## config.mk

```make
export PLATFORM = sky130hd
export DESIGN_NAME = work_dispatcher_flat
export DESIGN_NICKNAME = d
export VERILOG_FILES = /design/src/rtl/work_dispatcher_if.sv /design/src/rtl/work_dispatcher.sv /design/src/flat_wrapper.sv
export SDC_FILE = /design/constraint.sdc
export NUM_CORES = 1
export LEC_CHECK = 0
export BUFFER_PORTS_ARGS = -buffer_cell sky130_fd_sc_hd__buf_2
export CORE_AREA = 10 10 619 621
export CTS_BUF_LIST = sky130_fd_sc_hd__clkbuf_4 sky130_fd_sc_hd__clkbuf_8
export DETAILED_ROUTE_END_ITERATION = 16
export DIE_AREA = 0 0 629 631
export HOLD_SLACK_MARGIN = 0.1
export PLACE_DENSITY = 0.32
export SYNTH_ARGS = -nofsm -noshare
export SYNTH_HDL_FRONTEND = slang
export SYNTH_SLANG_ARGS = --single-unit
```

## constraint.sdc

```tcl
create_clock -name clk -period 5.8 [get_ports clk]
set_input_delay 0.29 -clock clk [delete_from_list [all_inputs] [get_ports clk]]
set_output_delay 0.29 -clock clk [all_outputs]
set_load 0.05 [all_outputs]
```

## src/rtl/work_dispatcher_if.sv

```systemverilog
// ---------------------------------------------------------------------------
// work_dispatcher_if
//   Bundle of every non-clock, non-reset signal of work_dispatcher.
//   master : the dispatcher itself.
//   slave  : the surroundings (serial_handler side, hash cores, result sink).
//   Signals:
//     new_work/work_data          work unit in (pulse + 640-bit payload)
//     core_work/core_nonce_base   latched work and per-core start nonce out
//     core_start/core_abort       core control pulses out
//     core_found/core_nonce       per-core hit pulse and hit nonce in
//     core_done                   per-core range finished (level) in
//     result_busy                 downstream back-pressure in
//     new_result/result_data      result strobe and nonce out
//     running/exhausted/dropped   status out
// ---------------------------------------------------------------------------
interface work_dispatcher_if #(
    parameter int NUM_CORES = 4
);
    logic                      new_work;
    logic [639:0]              work_data;
    logic [639:0]              core_work;
    logic [32*NUM_CORES-1:0]   core_nonce_base;
    logic [NUM_CORES-1:0]      core_start;
    logic                      core_abort;
    logic [NUM_CORES-1:0]      core_found;
    logic [32*NUM_CORES-1:0]   core_nonce;
    logic [NUM_CORES-1:0]      core_done;
    logic                      result_busy;
    logic                      new_result;
    logic [31:0]               result_data;
    logic                      running;
    logic                      exhausted;
    logic [7:0]                dropped;

    modport master (
        input  new_work, work_data, core_found, core_nonce, core_done, result_busy,
        output core_work, core_nonce_base, core_start, core_abort,
               new_result, result_data, running, exhausted, dropped
    );

    modport slave (
        output new_work, work_data, core_found, core_nonce, core_done, result_busy,
        input  core_work, core_nonce_base, core_start, core_abort,
               new_result, result_data, running, exhausted, dropped
    );
endinterface

```

## src/rtl/work_dispatcher.sv

```systemverilog
// ---------------------------------------------------------------------------
// work_dispatcher
//   Latches a work unit, splits the 32-bit nonce space evenly over NUM_CORES
//   cores, starts them together and aborts/reloads them on new work. Core
//   hits land in one pending slot per core, are moved round-robin into a
//   result FIFO and leave one at a time on new_result/result_data, at most
//   one strobe every two cycles and only while result_busy is low.
//   Ports:
//     clk, rst : system clock, synchronous active-high reset
//     bus      : work_dispatcher_if.master (see interface file)
// ---------------------------------------------------------------------------
module work_dispatcher #(
    parameter int NUM_CORES    = 4,
    parameter int RESULT_DEPTH = 8
) (
    input  logic                clk,
    input  logic                rst,
    work_dispatcher_if.master   bus
);
    localparam int IW = (NUM_CORES > 1) ? $clog2(NUM_CORES) : 1;
    localparam int AW = $clog2(RESULT_DEPTH);
    // Width of one core's share of the nonce space (2^32 / NUM_CORES).
    localparam logic [32:0] RANGE = 33'h1_0000_0000 / 33'(NUM_CORES);

    typedef enum logic [1:0] {S_IDLE, S_LOAD, S_RUN, S_DONE} state_t;

    state_t                 state;
    logic                   run_armed;
    logic [NUM_CORES-1:0]   slot_vld;
    logic [31:0]            slot_nonce [NUM_CORES];
    logic [IW-1:0]          rr_ptr;
    logic [31:0]            fifo_mem [RESULT_DEPTH];
    logic [AW-1:0]          wr_ptr;
    logic [AW-1:0]          rd_ptr;
    logic [AW:0]            count;

    logic                   accept;
    logic                   fifo_full;
    logic                   pop;
    logic                   grant_vld;
    logic [IW-1:0]          grant_idx;
    logic [IW-1:0]          cand;
    logic [4:0]             drop_cnt;

    function automatic logic [7:0] sat_add_drops(input logic [7:0] cur, input logic [4:0] inc);
        logic [8:0] sum;
        sum = {1'b0, cur} + {4'b0000, inc};
        return sum[8] ? 8'hFF : sum[7:0];
    endfunction

    // Hits arriving together with new work belong to the stale job.
    assign accept    = ((state == S_RUN) || (state == S_DONE)) && !bus.new_work;
    assign fifo_full = (count == (AW+1)'(RESULT_DEPTH));
    // The previous-strobe term spaces strobes at least two cycles apart.
    assign pop       = (count != '0) && !bus.result_busy && !bus.new_result && !bus.new_work;
    assign bus.core_abort = bus.new_work && (state == S_RUN);

    // Round-robin pick: rr_ptr is the first index searched this cycle.
    always_comb begin
        grant_vld = 1'b0;
        grant_idx = '0;
        cand      = '0;
        for (int k = 0; k < NUM_CORES; k++) begin
            cand = IW'((int'(rr_ptr) + k) % NUM_CORES);
            if (!grant_vld && slot_vld[cand]) begin
                grant_vld = 1'b1;
                grant_idx = cand;
            end
        end
        if (fifo_full || bus.new_work) begin
            grant_vld = 1'b0;
        end
    end

    always_comb begin
        drop_cnt = '0;
        for (int i = 0; i < NUM_CORES; i++) begin
            if (accept && bus.core_found[i] && slot_vld[i]) begin
                drop_cnt = drop_cnt + 5'd1;
            end
        end
    end

    // Control FSM with registered start/running/exhausted outputs.
    always_ff @(posedge clk) begin
        if (rst) begin
            state               <= S_IDLE;
            run_armed           <= 1'b0;
            bus.core_start      <= '0;
            bus.running         <= 1'b0;
            bus.exhausted       <= 1'b0;
            bus.core_work       <= '0;
            bus.core_nonce_base <= '0;
        end else begin
            bus.core_start <= '0;
            bus.exhausted  <= 1'b0;
            if (bus.new_work) begin
                state         <= S_LOAD;
                bus.running   <= 1'b0;
                bus.core_start <= '1;
                bus.core_work <= bus.work_data;
                for (int i = 0; i < NUM_CORES; i++) begin
                    bus.core_nonce_base[32*i +: 32] <= 32'(RANGE * 33'(i));
                end
            end else begin
                case (state)
                    S_LOAD: begin
                        state       <= S_RUN;
                        bus.running <= 1'b1;
                        run_armed   <= 1'b0;
                    end
                    S_RUN: begin
                        // core_done is ignored in the first RUN cycle so stale
                        // done levels from the previous job cannot end this one.
                        run_armed <= 1'b1;
                        if (run_armed && (&bus.core_done)) begin
                            state         <= S_DONE;
                            bus.running   <= 1'b0;
                            bus.exhausted <= 1'b1;
                        end
                    end
                    default: ;
                endcase
            end
        end
    end

    // Pending slots, round-robin pointer and drop counter.
    always_ff @(posedge clk) begin
        if (rst) begin
            slot_vld    <= '0;
            rr_ptr      <= '0;
            bus.dropped <= '0;
        end else begin
            bus.dropped <= sat_add_drops(bus.dropped, drop_cnt);
            if (grant_vld) begin
                rr_ptr <= IW'((int'(grant_idx) + 1) % NUM_CORES);
            end
            if (bus.new_work) begin
                slot_vld <= '0;
            end else begin
                for (int i = 0; i < NUM_CORES; i++) begin
                    if (grant_vld && (grant_idx == IW'(i))) begin
                        slot_vld[i] <= 1'b0;
                    end
                    if (accept && bus.core_found[i] && !slot_vld[i]) begin
                        slot_vld[i] <= 1'b1;
                    end
                end
            end
        end
    end

    always_ff @(posedge clk) begin
        for (int i = 0; i < NUM_CORES; i++) begin
            if (accept && bus.core_found[i] && !slot_vld[i]) begin
                slot_nonce[i] <= bus.core_nonce[32*i +: 32];
            end
        end
    end

    // Result FIFO bookkeeping; new work flushes it.
    always_ff @(posedge clk) begin
        if (rst || bus.new_work) begin
            wr_ptr <= '0;
            rd_ptr <= '0;
            count  <= '0;
        end else begin
            if (grant_vld) begin
                wr_ptr <= wr_ptr + AW'(1);
            end
            if (pop) begin
                rd_ptr <= rd_ptr + AW'(1);
            end
            count <= count + {{AW{1'b0}}, grant_vld} - {{AW{1'b0}}, pop};
        end
    end

    always_ff @(posedge clk) begin
        if (grant_vld) begin
            fifo_mem[wr_ptr] <= slot_nonce[grant_idx];
        end
    end

    // Output strobe stage.
    always_ff @(posedge clk) begin
        if (rst) begin
            bus.new_result  <= 1'b0;
            bus.result_data <= '0;
        end else begin
            bus.new_result <= pop;
            if (pop) begin
                bus.result_data <= fifo_mem[rd_ptr];
            end
        end
    end
endmodule

```

## src/flat_wrapper.sv

```systemverilog
// flat-port wrapper written by rule: the top's interface ports become plain ports
module work_dispatcher_flat 
#(
    parameter int NUM_CORES    = 4,
    parameter int RESULT_DEPTH = 8
)
  (clk, rst, bus_new_work, bus_work_data, bus_core_found, bus_core_nonce, bus_core_done, bus_result_busy, bus_core_work, bus_core_nonce_base, bus_core_start, bus_core_abort, bus_new_result, bus_result_data, bus_running, bus_exhausted, bus_dropped);
  work_dispatcher_if #(.NUM_CORES(NUM_CORES)) bus_i ();
  input  logic clk;
  input  logic rst;
  input wire logic [$bits(bus_i.new_work)-1:0] bus_new_work;
  input wire logic [$bits(bus_i.work_data)-1:0] bus_work_data;
  input wire logic [$bits(bus_i.core_found)-1:0] bus_core_found;
  input wire logic [$bits(bus_i.core_nonce)-1:0] bus_core_nonce;
  input wire logic [$bits(bus_i.core_done)-1:0] bus_core_done;
  input wire logic [$bits(bus_i.result_busy)-1:0] bus_result_busy;
  output wire logic [$bits(bus_i.core_work)-1:0] bus_core_work;
  output wire logic [$bits(bus_i.core_nonce_base)-1:0] bus_core_nonce_base;
  output wire logic [$bits(bus_i.core_start)-1:0] bus_core_start;
  output wire logic [$bits(bus_i.core_abort)-1:0] bus_core_abort;
  output wire logic [$bits(bus_i.new_result)-1:0] bus_new_result;
  output wire logic [$bits(bus_i.result_data)-1:0] bus_result_data;
  output wire logic [$bits(bus_i.running)-1:0] bus_running;
  output wire logic [$bits(bus_i.exhausted)-1:0] bus_exhausted;
  output wire logic [$bits(bus_i.dropped)-1:0] bus_dropped;
  assign bus_i.new_work = bus_new_work;
  assign bus_i.work_data = bus_work_data;
  assign bus_i.core_found = bus_core_found;
  assign bus_i.core_nonce = bus_core_nonce;
  assign bus_i.core_done = bus_core_done;
  assign bus_i.result_busy = bus_result_busy;
  assign bus_core_work = bus_i.core_work;
  assign bus_core_nonce_base = bus_i.core_nonce_base;
  assign bus_core_start = bus_i.core_start;
  assign bus_core_abort = bus_i.core_abort;
  assign bus_new_result = bus_i.new_result;
  assign bus_result_data = bus_i.result_data;
  assign bus_running = bus_i.running;
  assign bus_exhausted = bus_i.exhausted;
  assign bus_dropped = bus_i.dropped;
  work_dispatcher #(.NUM_CORES(NUM_CORES), .RESULT_DEPTH(RESULT_DEPTH)) u_core (.clk(clk), .rst(rst), .bus(bus_i));
endmodule
```

==> results.json, run 1 <==
{
  "result_of_the_run": "completed",
  "finalNonFillerCells": 11500,
  "timing.reg2reg.setup_slack_ns": 1.77,
  "drt_first_iter_violations": 1679,
  "setup.worst_path.class": "reg2reg",
  "dp_hpwl_um": 243000,
  "fin_tns_setup_ns": 0,
  "worstSkewPairLatency_ns": 1.05,
  "asyncSetResetFlopFracSynth_pct": 0,
  "grt_setup_unrepaired": "no",
  "hold_fix_buffer_count_after_cts": 1541,
  "period_share_pct": 69.4,
  "synth.most_common_cell": "dfxtp_1",
  "finalWeightedCongestion": 0.929,
  "synthesis.yosys.warnings": 0,
  "min_period_ns": 4.03,
  "slew_headroom_pct": 24.2,
  "synth.ff_latch_count": 1088,
  "overflow": 0,
  "floorplan_die_width_um": 629,
  "synth_enable_flop_cells": 384,
  "maxCapViolCount": 0,
  "synth_common_cells": "dfxtp_1, nor2_1, mux2i_1",
  "cts_setup_buffers": 0,
  "crit-reg2reg-launch": "u_core.state[1]$_SDFFE_PP0P_",
  "die_area_um2": 397000,
  "ys_dominant_reg_cell": "dfxtp_1",
  "worstSetupEndpoint": "u_core.bus.dropped[1]$_SDFF_PP0_",
  "cell_accounting_for_the_most_synthesized_area": "dfxtp_1",
  "clkTransAtPathRegs_ns": 0.06,
  "grt_pass1_wl_um": 391000,
  "clk_path_buf_depth": 4,
  "ff2ff_path_depth": 16,
  "power.density_cell_area_nw_per_um2": 288,
  "critPathArrivalTime_ns": 5.00,
  "detailedRoute.firstPassIterationCount": 5,
  "grt_start_max_net_pins": 173,
  "hold_viol_final": 0,
  "static_leakage_uw": 0.0320,
  "drt_drc": 0,
  "synth_sequential_area_ratio_pct": 63.3,
  "cts.sink_count": 1088,
  "area_growth_pct": 82.4,
  "holdWs_ns": 0.260,
  "post_cts_resized": 0,
  "core-area_um2": 371000,
  "place.port_buffers": 1471,
  "postSynthAreaPerCell_um2": 12.7,
  "io_pins": 1596,
  "crit-reg2reg-capture": "u_core.bus.dropped[1]$_SDFF_PP0_",
  "critical_path.startpoint_type": "register",
  "endpoint_kind": "register",
  "worstPathRequired_ns": 6.78,
  "num_rows": 224,
  "via_count": 37700,
  "floorplan.die.height_um": 631,
  "slew_violations": 0,
  "root_buffer": "clkbuf_8",
  "tritoncts": "built",
  "crit_start": "u_core.state[1]$_SDFFE_PP0P_",
  "vias_in_the_first_global_route": 40100,
  "worst-path-max-fanout": 12,
  "synthDominantCellAreaShare_pct": 34.8,
  "h-tree-depth": 4,
  "dpl-instance-area_um2": 53200,
  "initial_antenna_violation_count": 175,
  "routed_length_per_placed_instance_um": 25.9,
  "sum_of_routed_wire_length_over_all_layers_um": 299000,
  "grt_util_all_layers_pct": 14.4,
  "max_slew.worst_pin.slew_ns": 1.14,
  "inst_count_dp": 9482,
  "synth_area_um2": 40500,
  "design_area_um2": 73800,
  "finalSetupViolCount": 0,
  "drt-vias-per-instance": 3.26,
  "vdd_drop_max_v": 0.000192,
  "timing.clock.skew_ns": 0.0769,
  "route.antenna.remaining_nets": 0,
  "numCtsBuffers": 226,
  "drive_gt1_share_pct": 31.1,
  "post_synth_num_cell_types": 46,
  "netlist_top_cells_area": "dfxtp_1, edfxtp_1, mux2i_1, nor2_1, mux4_2",
  "min-delay-path-class": "in2reg",
  "postSynthCellCount": 3200,
  "nets": 7083,
  "maxClockFrequency_ghz": 0.248,
  "start_util_pct": 10.9
}
## registers in the layout, indices dropped and copies added, names as in the netlist
signal,flops
u_core.wr_ptr,3
u_core.count,4
u_core.bus.core_start,1
u_core.rr_ptr,2
u_core.run_armed,1
u_core.slot_vld,4
u_core.rd_ptr,3
u_core.fifo_mem,256
u_core.bus.running,1
u_core.state,2
u_core.bus.core_work,640
u_core.bus.exhausted,1
u_core.slot_nonce,128
u_core.bus.core_nonce_base,1
u_core.bus.dropped,8
u_core.bus.result_data,32
u_core.bus.new_result,1
## layout by cell type, fill, tap and decap left out, types with 22 or more instances in the layout
cell	count
a211oi_1	34
conb_1	125
buf_4	36
mux4_2	64
clkbuf_4	92
a32oi_1	32
mux2i_1	675
nand2_1	110
ha_1	22
diode_2	101
a21oi_1	51
nor2_1	695
dfxtp_1	701
edfxtp_1	384
buf_2	1469
clkbuf_8	269
dlygate4sd3_1	1541
## critical path: stages, from the launching register on
cell and delay (ns):
dfxtp_1 0.40, ha_1 0.27, nor2_1 0.08, nor2_1 0.51, nand3_1 0.21, inv_1 0.11
ha_1 0.25, xor2_1 0.24, xor2_1 0.20, ha_1 0.20, inv_1 0.06, fa_1 0.39
nor2b_1 0.12, o21ai_0 0.13, a21oi_1 0.33, nand4_1 0.27, a21oi_1 0.20
## worst min-delay path by stage
stage                             start                                     end  slack (ns)  depth (start not counted)
CTS                  bus_work_data[632]  u_core.bus.core_work[632]$_SDFFE_PP0P_        0.10                          4
floorplan             bus_core_nonce[0]       u_core.slot_nonce[0][0]$_DFFE_PP_        0.39                          0
finish               bus_work_data[179]  u_core.bus.core_work[179]$_SDFFE_PP0P_        0.26                          4
global placement    bus_core_nonce[101]       u_core.slot_nonce[3][5]$_DFFE_PP_        0.47                          1
detailed placement  bus_core_nonce[101]       u_core.slot_nonce[3][5]$_DFFE_PP_        0.47                          1
global route          bus_work_data[38]   u_core.bus.core_work[38]$_SDFFE_PP0P_        0.16                          4
## logic make-up (layout without fill, tap and decap cells)
kind of cell               count (synthesis)  after routing  synth area share, %
AOI/OAI and AO/OA                        134            134                 2.27
buffers and inverters                    355           3493                 5.01
muxes                                    740            740                 20.3
DFF                                     1088           1088                 63.3
xor gates and xnor gates                  12             12                0.260
other                                      1            226              0.00926
and+or+nand+nor                          846            846                 8.11
adders and majority gates                 24             24                0.779
## per-layer routing
layer	share of wire [%]	global-route usage, %	routed length, um	vias to the layer above
met2	53	26.9	157000	1380
met5	0.033	0	100	-
met4	3.7	4.89	11000	14
met1	38	16.0	113000	18500
li1	-	-	-	17300
met3	5.8	3.28	17300	504
## where the power goes
| part | switching [uW] | internal, uW |
|---|---|---|
| Sequential | 198 | 8170 |
| Clock | 3950 | 5170 |
| Combinational | 2390 | 1360 |
## per-stage QoR
step           utilization, %  worst slack (ns)  power (uW)
6_report                 19.9              1.77       21200
5_1_grt                  19.9              1.37       22200
4_1_cts                  19.8              1.78       21800
3_5_place_dp             14.3              1.74       11400
3_3_place_gp             14.3              1.76       11400
2_1_floorplan               -             0.866       10200
## area by class of cell
cell class                 count  area [um^2]
tap                         4972         6220
clock inverter                50          577
inverter                      24         90.1
sequential                  1088        25600
multi-input combinational   1881        13400
fill                       40800       297000
antenna                      101          253
timing repair buffer        3058        23300
clock buffer                 361         4390
(Power assumes the default switching activity.)
==> run 2: changes to the inputs <==
--- a/config.mk
+++ b/config.mk
@@ -5,6 +5,7 @@
 export SDC_FILE = /design/constraint.sdc
 export NUM_CORES = 1
 export LEC_CHECK = 0
+export ABC_AREA = 1
 export BUFFER_PORTS_ARGS = -buffer_cell sky130_fd_sc_hd__buf_2
 export CORE_AREA = 10 10 619 621
 export CTS_BUF_LIST = sky130_fd_sc_hd__clkbuf_4 sky130_fd_sc_hd__clkbuf_8
==> constraint.sdc (replaced) <==
create_clock -name clk -period 3.4 [get_ports clk]
set_input_delay 0.17 -clock clk [delete_from_list [all_inputs] [get_ports clk]]
set_output_delay 0.17 -clock clk [all_outputs]
set_load 0.05 [all_outputs]
==> results.json, run 2 <==
{
  "result_of_the_run": "completed",
  "p_sw_share_pct": 34.0,
  "max_slew.worst_pin.slew_ns": 0.979,
  "top_register": "u_core.bus.core_work",
  "drt-vias-per-instance": 3.39,
  "floorplan.die.height_um": 631,
  "hold_viol_final": 0,
  "critical_path.startpoint_type": "register",
  "post_synth_num_cell_types": 34,
  "routed_length_per_placed_instance_um": 27.8,
  "synth_area_um2": 38300,
  "via_count": 38700,
  "post-place-ws_ns": -0.431,
  "grt_util_all_layers_pct": 15.2,
  "synthDominantCellAreaShare_pct": 36.8,
  "final_critical_path_setup_slack_ns": 0.0915,
  "static_leakage_uw": 0.0310,
  "finalWeightedCongestion": 1.02,
  "netlist_top_cells_area": "dfxtp_1, edfxtp_1, a22o_1, buf_4, nor2_1",
  "drt_drc": 0,
  "worstSkewPairLatency_ns": 1.04,
  "detailedRoute.firstPassIterationCount": 5,
  "cellInternalPower_uw": 27100,
  "synth.ff_latch_count": 1088,
  "overflow": 0,
  "setup.worst_path.class": "reg2reg",
  "grt_start_max_net_pins": 130,
  "endpoint_kind": "register",
  "drive_gt1_share_pct": 31.5,
  "dp_hpwl_um": 252000,
  "ys_dominant_reg_cell": "dfxtp_1",
  "min-delay-path-class": "in2reg",
  "die_area_um2": 397000,
  "period_share_pct": 97.3,
  "most-common-layout-cells": "dlygate4sd3_1, buf_2, dfxtp_1",
  "layout.area.seq_um2": 25600,
  "power.density_cell_area_nw_per_um2": 567,
  "largest_register_ffs": 640,
  "root_buffer": "clkbuf_8",
  "finish.utilization_pct": 19.5,
  "power.clock.fraction_pct": 39.1,
  "vias_in_the_first_global_route": 40900,
  "clkTransAtPathRegs_ns": 0.07,
  "slew_headroom_pct": 34.8,
  "tritoncts": "built",
  "synth.most_common_cell": "dfxtp_1",
  "start_util_pct": 10.3,
  "h-tree-depth": 4,
  "worst-path-max-fanout": 5,
  "core-area_um2": 371000,
  "synth_common_cells": "dfxtp_1, a22o_1, edfxtp_1",
  "largest_registers": "u_core.bus.core_work (640), u_core.fifo_mem (256), u_core.slot_nonce (128)",
  "initial_antenna_violation_count": 167,
  "cts.sink_count": 1088,
  "synth_sequential_area_ratio_pct": 67.0,
  "postSynthCellCount": 3121,
  "seqPwrFrac_pct": 37.3,
  "fin_tns_setup_ns": 0,
  "grt_pass1_wl_um": 410000,
  "maxCapViolCount": 0,
  "multi_input_comb_area_um2": 10700,
  "min_period_ns": 3.31,
  "maxClockFrequency_ghz": 0.302,
  "cell_accounting_for_the_most_synthesized_area": "dfxtp_1",
  "comb_power_share_pct": 23.6,
  "drt_first_iter_violations": 2179,
  "sum_of_routed_wire_length_over_all_layers_um": 318000,
  "timing.clock.skew_ns": 0.108,
  "synthesis.yosys.warnings": 0,
  "route.antenna.remaining_nets": 0,
  "p_total_uw": 41100,
  "net-switching-power_uw": 13900,
  "place.port_buffers": 1471,
  "clk_path_buf_depth": 4,
  "critPathArrivalTime_ns": 3.95,
  "synth_enable_flop_cells": 384,
  "num_rows": 224,
  "area_growth_pct": 89.3,
  "floorplan_die_width_um": 629,
  "layout.cells.most_common": "dlygate4sd3_1",
  "postSynthAreaPerCell_um2": 12.3,
  "asyncSetResetFlopFracSynth_pct": 0,
  "fillers": 40800,
  "vdd_drop_max_v": 0.000472,
  "numCtsBuffers": 230,
  "nets": 7046,
  "worstPathRequired_ns": 4.04,
  "slew_violations": 0,
  "finalSetupViolCount": 0,
  "io_pins": 1596
}
run 2: cell count changes after synthesis, moves of 34 or more:
cell and delta:
mux2i_1 -675, a22o_1 +640, nor2_1 -465, inv_1 +122, nand2_1 +112, nand3_1 +105
o21ai_0 +105, mux4_2 -64, o32ai_1 +64, clkbuf_1 +52, a31oi_1 +34
run 2: area by class of cell:
type / count / share of cell area (%)
Clock inverter: 63 / 0.988
Sequential cell: 1088 / 35.4
Tap cell: 4972 / 8.59
Multi-Input combinational cell: 1647 / 14.7
Antenna cell: 36 / 0.124
Timing Repair Buffer: 3128 / 33.4
Clock buffer: 350 / 6.01
Inverter: 147 / 0.762
run 2: logic make-up after synthesis:
family / after synthesis / synth area share, %
buffers and inverters: 510 / 6.72
other: 1 / 0.00980
AOI/OAI and AO/OA: 876 / 18.5
and+or+nand+nor: 617 / 6.85
adders and majority gates: 24 / 0.824
xor gates and xnor gates: 5 / 0.114
DFF: 1088 / 67.0
run 2: timing repair:
action / CTS / global route
buffers inserted: 13 / 5
hold buffers: 1562 / 0
cloned: 0 / 3
resized for setup: 17 / 18
pin swaps: 7 / 10
endpoints found under the hold margin: 921 / 0
endpoints found under the setup margin: 8 / 40
run 2: power groups by stage:
stage	combinational, uW	sequential (uW)	clock (uW)
global placement	8160	15600	0
detailed placement	8240	15600	0
global route	10300	15400	17300
finish	9690	15300	16000
CTS	9880	15300	16900
floorplan	3030	17200	0
run 2: through the flow:
stage | instance area [um^2] | hold slack (ns) | instances
4_1_cts | 72200 | 0.166 | 11400
6_report | 72400 | 0.250 | 11400
5_1_grt | 72400 | 0.229 | 11400
3_3_place_gp | 51300 | 0.350 | 9399
2_1_floorplan | 38700 | 0.269 | 3245
3_5_place_dp | 51300 | 0.349 | 9399
run 2: per-layer routing:
metal  track usage (%)  wire [um]  up-vias
li1                  -          -    17500
met1              16.2     117000    19000
met2              29.3     170000     1613
met3              3.63      19600      557
met4              4.36      11300       24
met5                 0        166        -
run 2: path summary, 6_finish.rpt:
check | start | end | slack (ns) | depth (start not counted)
max | u_core.state[0]$_SDFFE_PP0P_ | u_core.slot_nonce[0][3]$_DFFE_PP_ | 0.09 | 21
min | rst | u_core.bus.dropped[3]$_SDFF_PP0_ | 0.25 | 3
max reg2reg | u_core.state[0]$_SDFFE_PP0P_ | u_core.slot_nonce[0][3]$_DFFE_PP_ | 0.09 | 21
min reg2reg | u_core.bus.core_work[260]$_SDFFE_PP0P_ | u_core.bus.core_work[260]$_SDFFE_PP0P_ | 0.47 | 1
run 2: worst max-delay path, cell delays in order, from the launching register on:
cell and delay (ns):
dfxtp_2 0.33, inv_2 0.07, ha_4 0.13, nor2_1 0.06, nor2_4 0.16, nand2_2 0.11, buf_4 0.15, buf_4 0.12
buf_4 0.12, buf_4 0.12, buf_4 0.12, buf_4 0.12, buf_4 0.12, buf_4 0.12, buf_4 0.12, buf_4 0.12
buf_4 0.12, buf_4 0.12, buf_4 0.13, nor2_4 0.12, buf_12 0.16, clkbuf_16 0.18
==> run 3: changes to the inputs <==
--- a/config.mk
+++ b/config.mk
@@ -7,10 +7,10 @@
 export LEC_CHECK = 0
 export ABC_AREA = 1
 export BUFFER_PORTS_ARGS = -buffer_cell sky130_fd_sc_hd__buf_2
-export CORE_AREA = 10 10 619 621
+export CORE_AREA = 2 2 614 616
 export CTS_BUF_LIST = sky130_fd_sc_hd__clkbuf_4 sky130_fd_sc_hd__clkbuf_8
 export DETAILED_ROUTE_END_ITERATION = 16
-export DIE_AREA = 0 0 629 631
+export DIE_AREA = 0 0 616 618
 export HOLD_SLACK_MARGIN = 0.1
 export PLACE_DENSITY = 0.32
 export SYNTH_ARGS = -nofsm -noshare
==> results.json, run 3 (synthesis results as in run 2) <==
{
  "largest_register_ffs": 640,
  "layout.cells.most_common": "dlygate4sd3_1",
  "slew_violations": 0,
  "min-delay-path-class": "in2reg",
  "maxCapViolCount": 0,
  "num_rows": 225,
  "vias_in_the_first_global_route": 40000,
  "top_register": "u_core.bus.core_work",
  "core-area_um2": 374000,
  "dp_hpwl_um": 246000,
  "finalWeightedCongestion": 0.931,
  "cellInternalPower_uw": 27100,
  "drt_first_iter_violations": 2144,
  "critical_path.startpoint_type": "register",
  "numCtsBuffers": 230,
  "tritoncts": "built",
  "largest_registers": "u_core.bus.core_work (640), u_core.fifo_mem (256), u_core.slot_nonce (128)",
  "holdWs_ns": 0.184,
  "most_frequent_cell_on_the_critical_path": "inv_1",
  "kind_of_cell_with_the_highest_combined_delay_on_the_critical_path": "simple AND/OR/NAND/NOR gates",
  "grt_setup_unrepaired": "yes",
  "grt_start_max_net_pins": 130,
  "floorplan.die.height_um": 618,
  "slowest_stage": "dfxtp_2",
  "worstPathRequired_ns": 4.21,
  "detailedRoute.firstPassIterationCount": 5,
  "start_util_pct": 10.2,
  "crit_start": "u_core.state[0]$_SDFFE_PP0P_",
  "via_count": 38700,
  "clkTransAtPathRegs_ns": 0.05,
  "hold_viol_final": 0,
  "drt-vias-per-instance": 3.36,
  "net-switching-power_uw": 13900,
  "comb_power_share_pct": 23.4,
  "io_pins": 1596,
  "worst-path-max-fanout": 4,
  "clk_path_buf_depth": 4,
  "maxClockFrequency_ghz": 0.314,
  "setup.worst_path.class": "reg2reg",
  "static_leakage_uw": 0.0312,
  "grt_util_all_layers_pct": 15.6,
  "p_sw_share_pct": 33.9,
  "area_growth_pct": 90.2,
  "fillers": 41300,
  "timing.hold.worst.start": "bus_work_data[623]",
  "crit-reg2reg-launch": "u_core.state[0]$_SDFFE_PP0P_",
  "power.density_cell_area_nw_per_um2": 564,
  "max_slew.worst_pin.slew_ns": 0.923,
  "period_share_pct": 93.6,
  "root_buffer": "clkbuf_8",
  "vdd_drop_max_v": 0.000353,
  "cts.sink_count": 1088,
  "critical_path.max_stage_delay_ns": 0.33,
  "seqPwrFrac_pct": 37.5,
  "layout.area.seq_um2": 25600,
  "cp_cell_instances": "inv_1 > ha_2 > nor2_1 > nor2_2 > nand2_2 > nor2_4 > ha_4 > or2_4 > nand2_2 > inv_1 > ha_1 > inv_1 > nand2_1 > o21ai_2 > inv_1 > ha_1 > nand3_1 > nand2_2 > a21oi_4 > o21ai_1 > nand2_1 > o21ai_1 > inv_1",
  "nets": 7077,
  "design_area_um2": 72800,
  "finalSetupViolCount": 0,
  "min_period_ns": 3.18,
  "overflow": 0,
  "drive_gt1_share_pct": 31.2,
  "initial_antenna_violation_count": 128,
  "power.clock.fraction_pct": 39.1,
  "drt_drc": 0,
  "place.port_buffers": 1471,
  "result_of_the_run": "completed",
  "most-common-layout-cells": "dlygate4sd3_1, buf_2, dfxtp_1",
  "multi_input_comb_area_um2": 10700,
  "grt_pass1_wl_um": 396000,
  "endpoint_kind": "register",
  "floorplan_die_width_um": 616,
  "routed_length_per_placed_instance_um": 26.9,
  "cp.buffers_inverters": 5,
  "h-tree-depth": 4,
  "worstSkewPairLatency_ns": 1.05,
  "route.antenna.remaining_nets": 0,
  "slew_headroom_pct": 38.5,
  "sum_of_routed_wire_length_over_all_layers_um": 309000,
  "critPathArrivalTime_ns": 3.99,
  "timing.clock.skew_ns": 0.135,
  "dpl-instance-area_um2": 51400,
  "die_area_um2": 381000
}
==> run 3: layout make-up <==
class / instances / area share (%)
Clock inverter: 56 / 0.817
Sequential cell: 1088 / 35.2
Antenna cell: 49 / 0.168
Timing Repair Buffer: 3159 / 33.6
Multi-Input combinational cell: 1647 / 14.7
Clock buffer: 361 / 6.20
Tap cell: 4994 / 8.58
Inverter: 147 / 0.760
==> run 3: tightest hold or removal path, cell delays in order <==
cell and delay, ns:
dlygate4sd3_1 0.66, buf_2 0.16, a22o_1 0.12
==> run 3: power by group through the flow <==
| stage | Combinational [uW] | Clock, uW | Sequential (uW) |
|---|---|---|---|
| 2_1_floorplan | 3030 | 0 | 17200 |
| 3_3_place_gp | 8190 | 0 | 15700 |
| 3_5_place_dp | 8230 | 0 | 15700 |
| 4_1_cts | 9840 | 16900 | 15400 |
| 5_1_grt | 10300 | 17300 | 15500 |
| 6_report | 9610 | 16000 | 15400 |
==> run 3: routing by layer <==
metal / global-route usage (%) / share of wire [%]
met1: 16.4 / 36
met2: 29.9 / 54
met3: 3.79 / 6.1
met4: 5.30 / 3.9
met5: 0.442 / 0.11
==> run 3: worst paths after layout <==
path | to | slack (ns) | cells past startpoint
min | u_core.bus.core_work[623]$_SDFFE_PP0P_ | 0.18 | 3
max reg2reg | u_core.bus.dropped[5]$_SDFF_PP0_ | 0.22 | 23
max | u_core.bus.dropped[5]$_SDFF_PP0_ | 0.22 | 23
min reg2reg | u_core.bus.core_work[481]$_SDFFE_PP0P_ | 0.47 | 1
==> run 3: metrics by stage <==
stage	cells	TNS, ns	util, %	setup slack [ns]	total power [uW]
2_1_floorplan	3245	0	-	0.142	20300
3_3_place_gp	9428	-3.00	13.7	-0.413	23900
3_5_place_dp	9428	-2.60	13.7	-0.369	23900
4_1_cts	11400	0	19.4	0.0157	42100
5_1_grt	11500	-0.0410	19.4	-0.0190	43000
6_report	11500	0	19.5	0.218	41100
==> run 3: timing repair <==
| item | in CTS | in global routing |
|---|---|---|
| pin swaps | 1 | 11 |
| hold buffers | 1603 | 0 |
| gates resized for setup | 11 | 16 |
| hold endpoints to repair | 949 | 0 |
| endpoints found under the setup margin | 8 | 8 |
| setup buffers | 0 | 4 |
| gates cloned | 0 | 0 |
